`config.mk`:
```
export PLATFORM = sky130hd
export DESIGN_NAME = pulse_sequencer
export DESIGN_NICKNAME = d
export VERILOG_FILES = /design/src/rtl/pulse_pkg.sv /design/src/rtl/pulse_delay_timer.sv /design/src/rtl/pulse_sequencer.sv
export SDC_FILE = /design/constraint.sdc
export NUM_CORES = 1
export LEC_CHECK = 0
export ABC_CLOCK_PERIOD_IN_PS = 4800
export CAP_MARGIN = 20
export CORE_UTILIZATION = 55
export DETAILED_ROUTE_END_ITERATION = 8
export PLACE_DENSITY = 0.95
export SLEW_MARGIN = 20
export SYNTH_ARGS = -nofsm -noshare
export SYNTH_HDL_FRONTEND = slang
export SYNTH_HIERARCHICAL = 1
export SYNTH_SLANG_ARGS = --single-unit
```
`constraint.sdc`:
```
create_clock -name clk -period 4.8 [get_ports clk]
set_input_delay 0.48 -clock clk [delete_from_list [all_inputs] [get_ports clk]]
set_output_delay 0.48 -clock clk [all_outputs]
set_load 0.005 [all_outputs]
```
`src/rtl/pulse_pkg.sv`:
```
// Shared types and widths for the pulse-descriptor playback path.
package pulse_pkg;

   localparam int unsigned PULSE_REG_TSTART_W = 32;
   localparam int unsigned PULSE_MEM_ADDR_W   = 10;
   localparam int unsigned PULSE_SAMPLE_W     = 16;
   // Pulse memory words are {last, sample}; the flag sits just above the sample.
   localparam int unsigned PULSE_LAST_BIT     = PULSE_SAMPLE_W;

   typedef struct packed {
      logic [PULSE_REG_TSTART_W-1:0] delay;
      logic [PULSE_MEM_ADDR_W-1:0]   pulse_mem_addr;
   } pulse_descriptor_t;

   typedef enum logic [1:0] {
      ST_IDLE  = 2'd0,
      ST_WAIT  = 2'd1,
      ST_FETCH = 2'd2,
      ST_PLAY  = 2'd3
   } seq_state_t;

endpackage

```
`src/rtl/pulse_delay_timer.sv`:
```
// Pre-playback countdown; expire_o is high in the final WAIT cycle.
module pulse_delay_timer #(
   parameter int unsigned DELAY_W = 32
) (
   input  logic               clk,
   input  logic               reset,
   input  logic               load_i,
   input  logic [DELAY_W-1:0] delay_i,
   input  logic               en_i,
   input  logic               clear_i,
   output logic               expire_o
);

   logic [DELAY_W-1:0] cnt_q, cnt_d;
   logic               exp_q, exp_d;

   always_ff @(posedge clk or posedge reset) begin
      if (reset) begin
         cnt_q <= '0;
         exp_q <= 1'b0;
      end else begin
         cnt_q <= cnt_d;
         exp_q <= exp_d;
      end
   end

   // expire is precomputed one cycle ahead so it is registered alongside cnt_q==1.
   always_comb begin
      cnt_d = cnt_q;
      exp_d = exp_q;
      if (clear_i) begin
         cnt_d = '0;
         exp_d = 1'b0;
      end else if (load_i) begin
         cnt_d = delay_i;
         exp_d = (delay_i == DELAY_W'(1));
      end else if (en_i && (cnt_q != '0)) begin
         cnt_d = cnt_q - DELAY_W'(1);
         exp_d = (cnt_q == DELAY_W'(2));
      end
   end

   assign expire_o = exp_q;

endmodule

```
`src/rtl/pulse_sequencer.sv`:
```
// Descriptor-driven pulse playback: wait out the delay, then stream samples
// from pulse memory until the last marker, MAX_LEN, or flush.
module pulse_sequencer
   import pulse_pkg::*;
#(
   parameter int unsigned DELAY_W  = PULSE_REG_TSTART_W,
   parameter int unsigned ADDR_W   = PULSE_MEM_ADDR_W,
   parameter int unsigned SAMPLE_W = PULSE_SAMPLE_W,
   parameter int unsigned MAX_LEN  = 256
) (
   input  logic                clk,
   input  logic                reset,
   input  logic                desc_valid,
   output logic                desc_ready,
   input  logic [DELAY_W-1:0]  desc_delay,
   input  logic [ADDR_W-1:0]   desc_addr,
   input  logic                flush,
   output logic                mem_ren,
   output logic [ADDR_W-1:0]   mem_addr,
   input  logic [SAMPLE_W:0]   mem_rdata,
   output logic                sample_valid,
   output logic [SAMPLE_W-1:0] sample_data,
   output logic                pulse_start,
   output logic                pulse_done,
   output logic                busy,
   output logic                err_len
);

   localparam int unsigned CNT_W = $clog2(MAX_LEN + 1);

   seq_state_t        state_q, state_d;
   logic [ADDR_W-1:0] addr_q, addr_d;
   logic [CNT_W-1:0]  cnt_q, cnt_d;
   logic              err_q, err_d;
   logic [CNT_W-1:0]  cnt_inc_c;
   logic              timer_load_c;
   logic              timer_expire_c;

   pulse_delay_timer #(.DELAY_W(DELAY_W)) u_timer (
      .clk      (clk),
      .reset    (reset),
      .load_i   (timer_load_c),
      .delay_i  (desc_delay),
      .en_i     (state_q == ST_WAIT),
      .clear_i  (flush),
      .expire_o (timer_expire_c)
   );

   always_ff @(posedge clk or posedge reset) begin
      if (reset) begin
         state_q <= ST_IDLE;
         addr_q  <= '0;
         cnt_q   <= '0;
         err_q   <= 1'b0;
      end else begin
         state_q <= state_d;
         addr_q  <= addr_d;
         cnt_q   <= cnt_d;
         err_q   <= err_d;
      end
   end

   always_comb begin
      state_d      = state_q;
      addr_d       = addr_q;
      cnt_d        = cnt_q;
      err_d        = err_q;
      desc_ready   = 1'b0;
      mem_ren      = 1'b0;
      mem_addr     = '0;
      sample_valid = 1'b0;
      sample_data  = '0;
      pulse_start  = 1'b0;
      pulse_done   = 1'b0;
      timer_load_c = 1'b0;
      cnt_inc_c    = cnt_q + CNT_W'(1);

      case (state_q)
         ST_IDLE: begin
            desc_ready = !flush;
            if (desc_valid && !flush) begin
               addr_d       = desc_addr;
               cnt_d        = '0;
               timer_load_c = 1'b1;
               state_d      = (desc_delay == '0) ? ST_FETCH : ST_WAIT;
            end
         end
         ST_WAIT: begin
            if (flush)               state_d = ST_IDLE;
            else if (timer_expire_c) state_d = ST_FETCH;
         end
         ST_FETCH: begin
            if (flush) begin
               state_d = ST_IDLE;
            end else begin
               mem_ren  = 1'b1;
               mem_addr = addr_q;
               state_d  = ST_PLAY;
            end
         end
         ST_PLAY: begin
            if (flush) begin
               state_d = ST_IDLE;
            end else begin
               sample_valid = 1'b1;
               sample_data  = mem_rdata[SAMPLE_W-1:0];
               pulse_start  = (cnt_q == '0);
               cnt_d        = cnt_inc_c;
               if (mem_rdata[SAMPLE_W]) begin
                  pulse_done = 1'b1;
                  state_d    = ST_IDLE;
               end else if (cnt_inc_c >= CNT_W'(MAX_LEN)) begin
                  // Runaway pulse: force termination and flag it until reset.
                  pulse_done = 1'b1;
                  err_d      = 1'b1;
                  state_d    = ST_IDLE;
               end else begin
                  mem_ren  = 1'b1;
                  mem_addr = addr_q + ADDR_W'(1);
                  addr_d   = addr_q + ADDR_W'(1);
               end
            end
         end
         default: state_d = ST_IDLE;
      endcase
   end

   assign busy    = (state_q != ST_IDLE);
   assign err_len = err_q;

endmodule

```
After elaboration in Yosys (flattened, before gate mapping)
Index checks and enable logic that the tools add are counted.
Widths: inputs -> output; s select.
- output and inout port bits: 33
- bits in registers: 55
- input port bits: 63
- word-level logic and storage cells: 82
- reductions and logical operators: 14
- $lt $le $gt $ge: 1
- add/subtract/negate cells: 3
- equality and inequality tests: 11
- bitwise logic cells: 2
- muxes and demuxes: 45
- operator list (kind ; count):
    $mux 32 ; 3
    $mux 10 ; 8
    $pmux 10 s2 ; 2
    $eq 32x1->1 const B ; 1
    $eq 32x2->1 const B ; 1
    $logic_not 32->1 ; 1
    $mux 16 ; 2
    $reduce_bool 32->1 ; 1
    $sub 32x1->32 const B ; 1
    $mux 9 ; 2
    $pmux 9 s2 ; 1
    $mux 1 ; 17
    $mux 2 ; 8
    $add 10x1->10 const B ; 1
    $add 9x1->9 const B ; 1
    $ge 9x9->1 const B ; 1
    $logic_not 9->1 ; 1
    $ne 2x2->1 const B ; 4
    $pmux 2 s4 ; 1
    $reduce_and 3->1 ; 2
    $reduce_and 5->1 ; 1
    $eq 2x2->1 const B ; 2
    $ne 4x4->1 const B ; 1
    $reduce_and 4->1 ; 1
    other kinds (9) ; 12

Depth between registers and ports, before layout
Gate-level depths: netlist of the first run.
- depth in word-level cells: 6
- depth in mapped cells: 9
- mapped depth without buffers: 7

Cells and area by module
Netlist of the first run, hierarchy kept.
- modules (own cells, without submodules) (module ; instances ; cells an instance ; area an instance (sq um) ; seq. area each (sq um)):
    pulse_delay_timer ; 1 ; 263 ; 2293.4 ; 825.8
    pulse_sequencer ; 1 ; 236 ; 1816.7 ; 550.5

Worst setup path after synthesis of the first run
Ideal clock, no wire load.
- path kind: register to register
- start: register u_timer.cnt_q[4]
- end: register u_timer.cnt_q[17]
- arrival: 2.627 ns
- data required time: 4.701 ns
- slack: 2.074 ns
- setup time: 0.099 ns
- stages on the path, launching flop included: 7
- cell sequence: dfrtp_1 or4_1 buf_2 or4_4 or4_1 or3_1 a311oi_1
- longest elaborated chain between the ends: 4
- elaborated cells on any way between the ends: 7
- RTL lines (item ; RTL line ; source):
    start, declared ; pulse_delay_timer.sv:14 ; logic [DELAY_W-1:0] cnt_q, cnt_d;
    start signal, assigned ; pulse_delay_timer.sv:22 ; cnt_q <= cnt_d;
    $sub 32x1->32 ; pulse_delay_timer.sv:38 ; cnt_d = cnt_q - DELAY_W'(1);
    $mux 32 ; pulse_delay_timer.sv:37 ; end else if (en_i && (cnt_q != '0)) begin
    $mux 32 ; pulse_delay_timer.sv:34 ; end else if (load_i) begin
    $mux 32 ; pulse_delay_timer.sv:31 ; if (clear_i) begin
Several ways; a longest one is shown, not always the timed one. The select of a mux whose other input is x is not followed.
A chain may end at the register's enable or synchronous reset.

Final worst setup path of the first run
- start: input port flush
- end: output port mem_addr[6]
- longest elaborated chain between the ends: 2
- elaborated cells on any way between the ends: 3
- RTL lines (item ; RTL line ; source):
    start, declared ; pulse_sequencer.sv:17 ; input logic flush,
    $mux 10, on equally long branches ; pulse_sequencer.sv:102, pulse_sequencer.sv:93 ;
    $pmux 10 s2 (*) ; pulse_sequencer.sv:78 ; case (state_q)
    end, declared ; pulse_sequencer.sv:19 ; output logic [ADDR_W-1:0] mem_addr,
Mark *: on every way between the ends. The rest lies on a longest branch, timed or not.

==> reports/qor.txt, run 1 <==
pin count of the biggest net entering global routing - 52
Core ar. - 7250 sq um
# H-tree levels - 2
area share of the largest cell type after synthesis - 33.5%
critical path peak fanout - 46
CP Launch Type - input port
sequential area share after synthesis - 33.5%
R2R setup slack - 1.57 ns
TritonRoute pass-1 iters - 7
synthesis-stage register bit count - 55
gpl congestion - 0.866
Net Sw Frac - 45.4%
setup_tns - 0 ns
DP HPWL - 8540 um
drt wl/cell - 17.6 um
Port Buffer Count - 95
DRT iter0 DRCs - 514
Worst Path Class, Setup - in -> out
Critical Path End Type - primary output
clock slew at reported path FFs - 0.09 ns
unrepaired setup endpoints after global routing - no
Worst Min Path Start - err_len
gr usage total - 31.1%
Sink Count - 55
final hold vios - 0
ys async rst share - 100%
hold slack - 0.496 ns
clk buf depth - 2
io pins - 96
count of final setup violators - 0
Max Transition Viols Final - 0
Remaining Overflow, GRT - 0
# diodes - 0
Die Wd - 88.4 um
ratio of cells with drive above 1 in the final layout - 6.11%
Initial Util - 56.7%
Netlist Area Pre-Place - 4110 sq um
initial antenna violation count - 0
Die Area - 7820 sq um
number of synthesized flops with an enable pin - 0
first-pass GRT wire length - 19200 um
final worst-path cycle share - 73.0%
Pint - 1.16 mW
worst hold stages - 2
Net Sw Power - 968 uW
actual transition at the worst max-transition pin - 0.909 ns
final core utilization - 70.9%
Tmin final - 3.50 ns
num rows - 31
most used flip-flop cell after synthesis - dfrtp_1
Data required, critical path - 4.32 ns
worst hold path class - reg -> reg
logic gate share of total power - 51.7%
Vias - 4513
most common cell in the synthesized netlist - dfrtp_1
Post-CTS Setup Bufs - 0
overall power - 2.13 mW
PostCTS Resize Cnt - 0
Die H - 88.4 um
clk root buf - clkbuf_8
Post-synth top cells - 55 x dfrtp_1, 53 x nor2_1, 26 x a21oi_1
Fmax achieved - 285 MHz
clk_skew - 0.00665 ns
Detail Route Antenna Nets - 0
Unique masters post-synth - 67
number of global-route vias before repair - 4135
yosys warns - 6
DR DRC count - 0
Clk pwr share - 11.8%
P_leak - 1.98 nW
total CTS buffers - 5
hold_buf cts - 0
Max-Cap Viols - 0
RR Startpoint - u_timer/cnt_q[4]
Detailed Route WL - 11800 um
power per cell area - 414 nW/um^2
Syn Nets - 567
sequential share of power - 36.5%
Worst-Skew Late Latency - 0.31 ns
Synth area leaders - dfrtp_1 33%, nor2_1 4.8%, nor4_1 3.5%, a311oi_1 3.2%, and2_1 3.2%
RR Endpoint - u_timer/cnt_q[5]
Critical Path AT - 3.02 ns
outcome - completed
Mapped Cells - 499
FF-to-FF path depth - 5
CTS tree - built
Post-Syn Area per Cell - 8.24 sq um
Rel. slew slack - 38.8%
DR vias/cell - 6.72
largest area contributor in the netlist - dfrtp_1
Nets - 640
Hold EP - err_len
peak supply drop - 304 uV
Layout area overhead - 25.1%
==> final cells by class <==
cell class | instances | area, sq um
inverters | 25 | 93.8
well taps | 99 | 124
repair buffers | 100 | 988
flip-flops and latches | 55 | 1380
clock buffers | 7 | 76.3
multi-input cells | 385 | 2480
clock inverters | 1 | 5.00
fillers | 544 | 2110
==> power groups by stage <==
stage               registers (mW)  clock network, mW  logic, mW
finish                       0.778              0.251       1.10
global route                 0.795              0.273       1.20
CTS                          0.765              0.256       1.08
detailed placement           0.773                  0       1.07
global placement             0.759                  0       1.03
floorplan                    0.708                  0      0.812
==> state kept, by name, summed over array words and instances (netlist names) <==
register / cells
addr_q: 10
cnt_q: 9
err_len: 1
state_q: 2
u_timer/cnt_q: 32
u_timer/expire_o: 1
==> critical path, stage by stage <==
cell and delay, ns:
clkdlybuf4s50_1 0.42, buf_4 0.29, nand3b_1 0.29, a2111o_1 0.45, nand2_2 0.28, nand2_1 0.08
a31oi_1 0.18, clkdlybuf4s50_1 0.54
==> per-stage QoR <==
stage               instances  setup slack [ns]  instance area [sq um]
finish                    672              1.30                   5140
global route              672              1.15                   5140
CTS                       672              1.33                   5140
detailed placement        664              1.34                   5060
global placement          664              1.39                   5060
floorplan                 499              2.07                   4110
==> cell usage in the layout (no fill, tap or decap), types with 16 or more instances in the layout <==
master and count:
and2_1 21, nor2_1 53, o21ai_0 16, nor4_1 23, a21oi_1 26, clkdlybuf4s50_1 95
inv_1 24, nand2_1 25, dfrtp_1 55
==> routing by layer <==
layer  GRT usage (%)  wire (um)
met5               0          0
met4            12.6        418
met3            4.57       1060
met2            52.2       5640
met1            40.6       4730
==> cells by family (layout without fill, tap and decap cells) <==
logic type | Yosys count | in the layout | synth area share [%]
muxes | 4 | 4 | 0.974
AOI/OAI and AO/OA | 127 | 127 | 22.2
and+or+nand+nor | 237 | 237 | 33.0
buffers and inverters | 59 | 133 | 6.21
adders and majority gates | 5 | 5 | 1.52
DFF | 55 | 55 | 33.5
xor gates and xnor gates | 12 | 12 | 2.56
==> worst max-delay path by stage <==
stage	startpoint	endpoint	slack, ns	cells after the start
floorplan	u_timer/cnt_q[4]	u_timer/cnt_q[17]	2.07	6
global placement	flush	mem_addr[6]	1.39	8
detailed placement	flush	mem_addr[6]	1.34	8
CTS	flush	mem_addr[6]	1.33	8
global route	flush	mem_addr[9]	1.15	8
finish	flush	mem_addr[6]	1.30	8
No activity file was read; power rests on OpenSTA's default activity.
==> run 2, diff against run 1 <==
--- a/config.mk
+++ b/config.mk
@@ -5,11 +5,11 @@
 export SDC_FILE = /design/constraint.sdc
 export NUM_CORES = 1
 export LEC_CHECK = 0
-export ABC_CLOCK_PERIOD_IN_PS = 4800
+export ABC_CLOCK_PERIOD_IN_PS = 2900
 export CAP_MARGIN = 20
-export CORE_UTILIZATION = 55
+export CORE_UTILIZATION = 46
 export DETAILED_ROUTE_END_ITERATION = 8
-export PLACE_DENSITY = 0.95
+export PLACE_DENSITY = 0.86
 export SLEW_MARGIN = 20
 export SYNTH_ARGS = -nofsm -noshare
 export SYNTH_HDL_FRONTEND = slang
==> constraint.sdc (replaced) <==
create_clock -name clk -period 2.9 [get_ports clk]
set_input_delay 0.29 -clock clk [delete_from_list [all_inputs] [get_ports clk]]
set_output_delay 0.29 -clock clk [all_outputs]
set_load 0.005 [all_outputs]
==> run 2 against run 1 <==
Effect of this change: the run now ends with negative setup slack left; utilization shrank 8.8 points; count of clock-buffer cells in the layout decreased by 1; die area rose by 19%; final cell count up 4.8%; via count is 0.51% higher; flip-flop and latch count unchanged; critical path type is now reg -> out; largest power group unchanged; highest routed layer unchanged.
==> reports/qor.txt, run 2 (synthesis results as in run 1) <==
DRT iter0 DRCs - 409 (was 514)
# H-tree levels - 2 (unchanged)
max FFs per register - 32 (unchanged)
DR DRC count - 0 (unchanged)
Rel. slew slack - 42.1% (was 38.8%)
Port Buffer Count - 95 (unchanged)
CP Launch Type - flip-flop (was input port)
unrepaired setup endpoints after global routing - yes (was no)
Net Sw Power - 1.68 mW (was 968 uW)
peak supply drop - 401 uV (was 304 uV)
FF-to-FF path depth - 5 (unchanged)
final setup margin - -0.00894 ns (was 1.30 ns)
setup_tns - -0.00894 ns (was 0 ns)
power per cell area - 707 nW/um^2 (was 414 nW/um^2)
hold_buf cts - 0 (unchanged)
Nets - 663 (was 640)
TritonRoute pass-1 iters - 5 (was 7)
non-filler cells, final - 704 (was 672)
Inst Count DP - 690 (was 664)
initial antenna violation count - 0 (unchanged)
CTS tree - built (unchanged)
clock slew at reported path FFs - 0.11 ns (was 0.09 ns)
commonest non-fill, non-tap cell in the layout - clkdlybuf4s50_1 (unchanged)
num rows - 34 (was 31)
pin count of the biggest net entering global routing - 44 (was 52)
worst hold path class - in -> async (was reg -> reg)
outcome - complete, but fails checks (was completed)
Biggest register - u_timer/cnt_q (unchanged)
Fmax achieved - 344 MHz
Fillers - 750 (was 544)
Net Sw Frac - 44.0% (was 45.4%)
final hold vios - 0 (unchanged)
Core ar. - 8680 sq um (was 7250 sq um)
Critical Path AT - 2.62 ns (was 3.02 ns)
DP HPWL - 9310 um (was 8540 um)
Top Registers - u_timer/cnt_q x32, addr_q x10, cnt_q x9 (unchanged)
Die H - 96.5 um (was 88.4 um)
final worst-path cycle share - 100%
Layout area overhead - 31.2% (was 25.1%)
gr usage total - 28.0% (was 31.1%)
DR vias/cell - 6.44 (was 6.72)
clk root buf - clkbuf_8 (unchanged)
actual transition at the worst max-transition pin - 0.868 ns (was 0.909 ns)
logic gate share of total power - 52.1% (was 51.7%)
count of final setup violators - 1 (was 0)
drt wl/cell - 18.2 um (was 17.6 um)
Max-Cap Viols - 0 (unchanged)
Detail Route Antenna Nets - 0 (unchanged)
Clk pwr share - 14.5% (was 11.8%)
number of global-route vias before repair - 4152 (was 4135)
Die Wd - 96.5 um (was 88.4 um)
# diodes - 0 (unchanged)
gpl congestion - 0.900 (was 0.866)
clk_skew - 0.0111 ns (was 0.00665 ns)
Critical Path End Type - primary output (unchanged)
failing checks - negative setup slack
R2R setup slack - 0.12 ns (was 1.57 ns)
P_leak - 2.15 nW (was 1.98 nW)
Die Area - 9320 sq um (was 7820 sq um)
total CTS buffers - 5 (unchanged)
Tmin final - 2.91 ns
Max Transition Viols Final - 0 (unchanged)
RR Endpoint - u_timer/cnt_q[17] (was u_timer/cnt_q[5])
CP startpoint - cnt_q[0] (was flush)
io pins - 96 (unchanged)
Detailed Route WL - 12800 um (was 11800 um)
sequential share of power - 33.4% (was 36.5%)
Data required, critical path - 2.61 ns (was 4.32 ns)
Worst-Skew Late Latency - 0.32 ns (was 0.31 ns)
clk buf depth - 2 (unchanged)
Initial Util - 47.4% (was 56.7%)
critical path peak fanout - 7 (was 46)
first-pass GRT wire length - 20300 um (was 19200 um)
Remaining Overflow, GRT - 0 (unchanged)
commonest non-fill, non-tap cells in the layout - 89 x clkdlybuf4s50_1, 55 x dfrtp_1, 53 x nor2_1 (was 95 x clkdlybuf4s50_1, 55 x dfrtp_1, 53 x nor2_1)
hold slack - 0.372 ns (was 0.496 ns)
Worst Path Class, Setup - reg -> out (was in -> out)
ratio of cells with drive above 1 in the final layout - 10.6% (was 6.11%)
RR Startpoint - u_timer/cnt_q[4] (unchanged)
Vias - 4536 (was 4513)
Sink Count - 55 (unchanged)
Pint - 2.14 mW (was 1.16 mW)
[run 2: layer usage]
layer	global-route usage, %	up-vias	wire length [um]
li1	-	2085	-
met1	35.1	2155	5150
met2	49.8	267	6170
met3	4.07	29	1200
met4	7.97	0	282
met5	0	-	0
[run 2: how the worst max path moves through the flow]
stage                        end  cells past startpoint
6_report             mem_addr[2]                      8
5_1_grt              mem_addr[2]                      8
4_1_cts              mem_addr[2]                      8
3_5_place_dp   u_timer/cnt_q[17]                      5
3_3_place_gp   u_timer/cnt_q[17]                      5
2_1_floorplan  u_timer/cnt_q[17]                      6
[run 2: worst max-delay path, stage by stage (launching register included)]
cell and delay (ns):
dfrtp_1 0.43, ha_2 0.22, and4_4 0.21, a2111o_1 0.44, buf_4 0.20, a21oi_1 0.12
o21ai_0 0.08, o21ai_1 0.09, clkdlybuf4s50_1 0.51
[run 2: final cells by class]
| type | instances | area (sq um) | share of cell area (%) |
|---|---|---|---|
| clock buffers | 6 | 82.6 | 1.53 |
| clock inverters | 2 | 38.8 | 0.719 |
| inverters | 25 | 93.8 | 1.74 |
| multi-input cells | 386 | 2510 | 46.6 |
| flip-flops and latches | 55 | 1380 | 25.5 |
| well taps | 108 | 135 | 2.51 |
| repair buffers | 122 | 1150 | 21.3 |
[run 2: repair_timing]
| action | CTS | global route |
|---|---|---|
| pin swaps | 1 | 0 |
| buffers inserted | 4 | 1 |
| cloned | 1 | 0 |
| endpoints found under the setup margin | 9 | 6 |
| gates resized for setup | 9 | 4 |
| hold endpoints to repair | 0 | 0 |
[run 2: power groups by stage]
| stage | Sequential [mW] | Clock (mW) | Combinational [mW] |
|---|---|---|---|
| 3_5_place_dp | 1.27 | 0 | 1.93 |
| 3_3_place_gp | 1.26 | 0 | 1.88 |
| 6_report | 1.27 | 0.555 | 1.99 |
| 2_1_floorplan | 1.17 | 0 | 1.34 |
| 5_1_grt | 1.31 | 0.600 | 2.17 |
| 4_1_cts | 1.25 | 0.566 | 1.94 |
[run 2: metrics by stage]
stage          util (%)  power, mW  instance area [sq um]  worst slack [ns]
6_report           62.1       3.81                   5390          -0.00894
5_1_grt            62.1       4.07                   5390           -0.0845
4_1_cts            61.8       3.76                   5370           -0.0237
3_5_place_dp       59.9       3.20                   5200             0.149
3_3_place_gp       59.9       3.13                   5200             0.190
2_1_floorplan         -       2.52                   4110             0.174
==> run 3, diff against run 2 <==
--- a/config.mk
+++ b/config.mk
@@ -5,11 +5,11 @@
 export SDC_FILE = /design/constraint.sdc
 export NUM_CORES = 1
 export LEC_CHECK = 0
-export ABC_CLOCK_PERIOD_IN_PS = 2900
+export ABC_CLOCK_PERIOD_IN_PS = 3200
 export CAP_MARGIN = 20
-export CORE_UTILIZATION = 46
+export CORE_UTILIZATION = 51
 export DETAILED_ROUTE_END_ITERATION = 8
-export PLACE_DENSITY = 0.86
+export PLACE_DENSITY = 0.9
 export SLEW_MARGIN = 20
 export SYNTH_ARGS = -nofsm -noshare
 export SYNTH_HDL_FRONTEND = slang
==> constraint.sdc (replaced) <==
create_clock -name clk -period 3.2 [get_ports clk]
set_input_delay 0.32 -clock clk [delete_from_list [all_inputs] [get_ports clk]]
set_output_delay 0.32 -clock clk [all_outputs]
set_load 0.005 [all_outputs]
==> run 3 against run 2 <==
Effect of this change: the flow now finishes without violations; flip-flop and latch count did not move; sequential power fell by 8%; non-clock buffer count fell by 6; power fell by 12%; register-to-register slack improved by 0.16 ns; combinational power fell by 11%; largest power group unchanged; highest routed layer unchanged.
==> reports/qor.txt, run 3 (synthesis results as in run 1) <==
Die H - 91.8 um (was 96.5 um)
Nets - 656 (was 663)
gpl congestion - 0.907 (was 0.900)
logic gate share of total power - 52.6% (was 52.1%)
worst hold path class - in -> async (unchanged)
Net Sw Power - 1.50 mW (was 1.68 mW)
DRT iter0 DRCs - 544 (was 409)
Max-Cap Viols - 0 (unchanged)
DR vias/cell - 6.63 (was 6.44)
Worst Path Class, Setup - reg -> out (unchanged)
final hold vios - 0 (unchanged)
Max Transition Viols Final - 0 (unchanged)
Die Area - 8420 sq um (was 9320 sq um)
multi-input logic area - 2480 sq um (was 2510 sq um)
clk buf depth - 2 (unchanged)
overall power - 3.36 mW (was 3.81 mW)
P_leak - 2.06 nW (was 2.15 nW)
final worst-path cycle share - 97.0%
hold slack - 0.423 ns (was 0.372 ns)
Sink Count - 55 (unchanged)
num rows - 32 (was 34)
count of final setup violators - 0 (was 1)
CP Cell Sequence - ha_1 -> and4_1 -> a2111o_1 -> buf_4 -> a21oi_1 -> nor2_1 -> a31oi_1 -> clkdlybuf4s50_1 (was ha_2 -> and4_4 -> a2111o_1 -> buf_4 -> a21oi_1 -> o21ai_0 -> o21ai_1 -> clkdlybuf4s50_1)
Biggest register - u_timer/cnt_q (unchanged)
Tmin final - 3.10 ns
# diodes - 0 (unchanged)
commonest non-fill, non-tap cells in the layout - 95 x clkdlybuf4s50_1, 53 x nor2_1, 53 x dfrtp_1 (was 89 x clkdlybuf4s50_1, 55 x dfrtp_1, 53 x nor2_1)
Top Registers - u_timer/cnt_q x32, addr_q x10, cnt_q x9 (unchanged)
TritonRoute pass-1 iters - 5 (unchanged)
clk_skew - 0.0149 ns (was 0.0111 ns)
Remaining Overflow, GRT - 0 (unchanged)
clk root buf - clkbuf_8 (unchanged)
CP top delay family - compound AO/OA/AOI/OAI gates (unchanged)
CP Launch Type - flip-flop (unchanged)
Vias - 4579 (was 4536)
max FFs per register - 32 (unchanged)
max incr delay on CP - 0.51 ns (about the same)
gr usage total - 29.4% (was 28.0%)
clock slew at reported path FFs - 0.10 ns (was 0.11 ns)
Initial Util - 52.9% (was 47.4%)
Seq. cell area - 1380 sq um (about the same)
power per cell area - 634 nW/um^2 (was 707 nW/um^2)
Pint - 1.86 mW (was 2.14 mW)
Fillers - 577 (was 750)
Detail Route Antenna Nets - 0 (unchanged)
pin count of the biggest net entering global routing - 51 (was 44)
DR DRC count - 0 (unchanged)
Net Sw Frac - 44.5% (was 44.0%)
peak supply drop - 414 uV (was 401 uV)
io pins - 96 (unchanged)
commonest non-fill, non-tap cell in the layout - clkdlybuf4s50_1 (unchanged)
Data required, critical path - 2.88 ns (was 2.61 ns)
pre-CTS setup slack - 0.263 ns (was 0.149 ns)
Rel. slew slack - 40.5% (was 42.1%)
drt wl/cell - 18.0 um (was 18.2 um)
critical path depth in cells - 8 (unchanged)
critical path peak fanout - 6 (was 7)
FF-to-FF path depth - 5 (unchanged)
hold_buf cts - 0 (unchanged)
# H-tree levels - 2 (unchanged)
WP buf/inv - 2 (unchanged)
Critical Path End Type - primary output (unchanged)
DP HPWL - 8810 um (was 9310 um)
Crit-path slowest cell - clkdlybuf4s50_1 (unchanged)
Clk pwr share - 12.7% (was 14.5%)
Port Buffer Count - 95 (unchanged)
Worst-Skew Late Latency - 0.32 ns (about the same)
Layout area overhead - 28.8% (was 31.2%)
Core ar. - 7770 sq um (was 8680 sq um)
first-pass GRT wire length - 20100 um (was 20300 um)
ratio of cells with drive above 1 in the final layout - 9.17% (was 10.6%)
final setup margin - 0.0952 ns (was -0.00894 ns)
initial antenna violation count - 0 (unchanged)
actual transition at the worst max-transition pin - 0.893 ns (was 0.868 ns)
CTS tree - built (unchanged)
unrepaired setup endpoints after global routing - yes (unchanged)
Die Wd - 91.8 um (was 96.5 um)
outcome - completed (was complete, but fails checks)
total CTS buffers - 5 (unchanged)
Critical Path AT - 2.78 ns (was 2.62 ns)
sequential share of power - 34.7% (was 33.4%)
number of global-route vias before repair - 4226 (was 4152)
Fmax achieved - 322 MHz
Detailed Route WL - 12400 um (was 12800 um)
-- run 3: cell types whose count changed in the layout (fill, tap and decap cells not counted), sizes merged --
cell           previous run  this run
bufinv                    1         0
clkbuf                    6         8
inv                      25        24
buf                      27        21
dlymetal6s2s              1         0
dlygate4sd2               5         0
nand2                    27        26
clkdlybuf4s50            89        95
-- run 3: cell type report --
class                           instances  share of cell area (%)
Clock buffer                            8                    1.89
Inverter                               25                    1.77
Multi-Input combinational cell        385                    46.9
Sequential cell                        55                    26.1
Tap cell                              102                    2.41
Timing Repair Buffer                  116                    20.9
-- run 3: path summary, 6_finish.rpt --
check | slack [ns] | startpoint | to
setup / recovery | 0.1 | cnt_q[0] | mem_addr[6]
hold / removal | 0.42 | reset | u_timer/cnt_q[2]
setup reg to reg | 0.28 | u_timer/cnt_q[4] | u_timer/cnt_q[17]
hold reg to reg | 0.51 | err_len | err_len
max in group asynchronous | 2.10 | reset | cnt_q[0]
min in group clk | 0.51 | err_len | err_len
-- run 3: worst reg2reg max path, cell delays in order (launching register included) --
cell	delay [ns]
dfrtp_1	0.45
or4_1	0.60
or4_4	0.59
or4_1	0.50
or3_1	0.35
a311oi_1	0.34
-- run 3: per-stage QoR --
stage          std cells  TNS, ns  instance area [sq um]  utilization, %
2_1_floorplan        499        0                   4110               -
4_1_cts              684        0                   5230            67.4
6_report             691        0                   5290            68.1
3_5_place_dp         676        0                   5130            66.1
3_3_place_gp         676        0                   5130            66.1
5_1_grt              691  -0.0149                   5290            68.1
-- run 3: timing repair --
item                       in CTS  in global routing
setup endpoints to repair       0                  9
buffers inserted                0                  7
hold endpoints to repair        0                  0
gates resized for setup         0                  3
-- run 3: routing by layer --
layer  GRT usage [%]  vias to the layer above  wire length, um
li1                -                     2071                -
met1            38.2                     2173             4950
met2            49.1                      300             5940
met3            4.64                       35             1180
met4            11.6                        0              354
met5               0                        -                0
-- run 3: power by group through the flow --
stage          Combinational [mW]  Sequential (mW)  Clock, mW
2_1_floorplan                1.22             1.06          0
6_report                     1.77             1.17      0.427
4_1_cts                      1.71             1.15      0.434
5_1_grt                      1.93             1.19      0.460
3_5_place_dp                 1.70             1.16          0
3_3_place_gp                 1.63             1.14          0
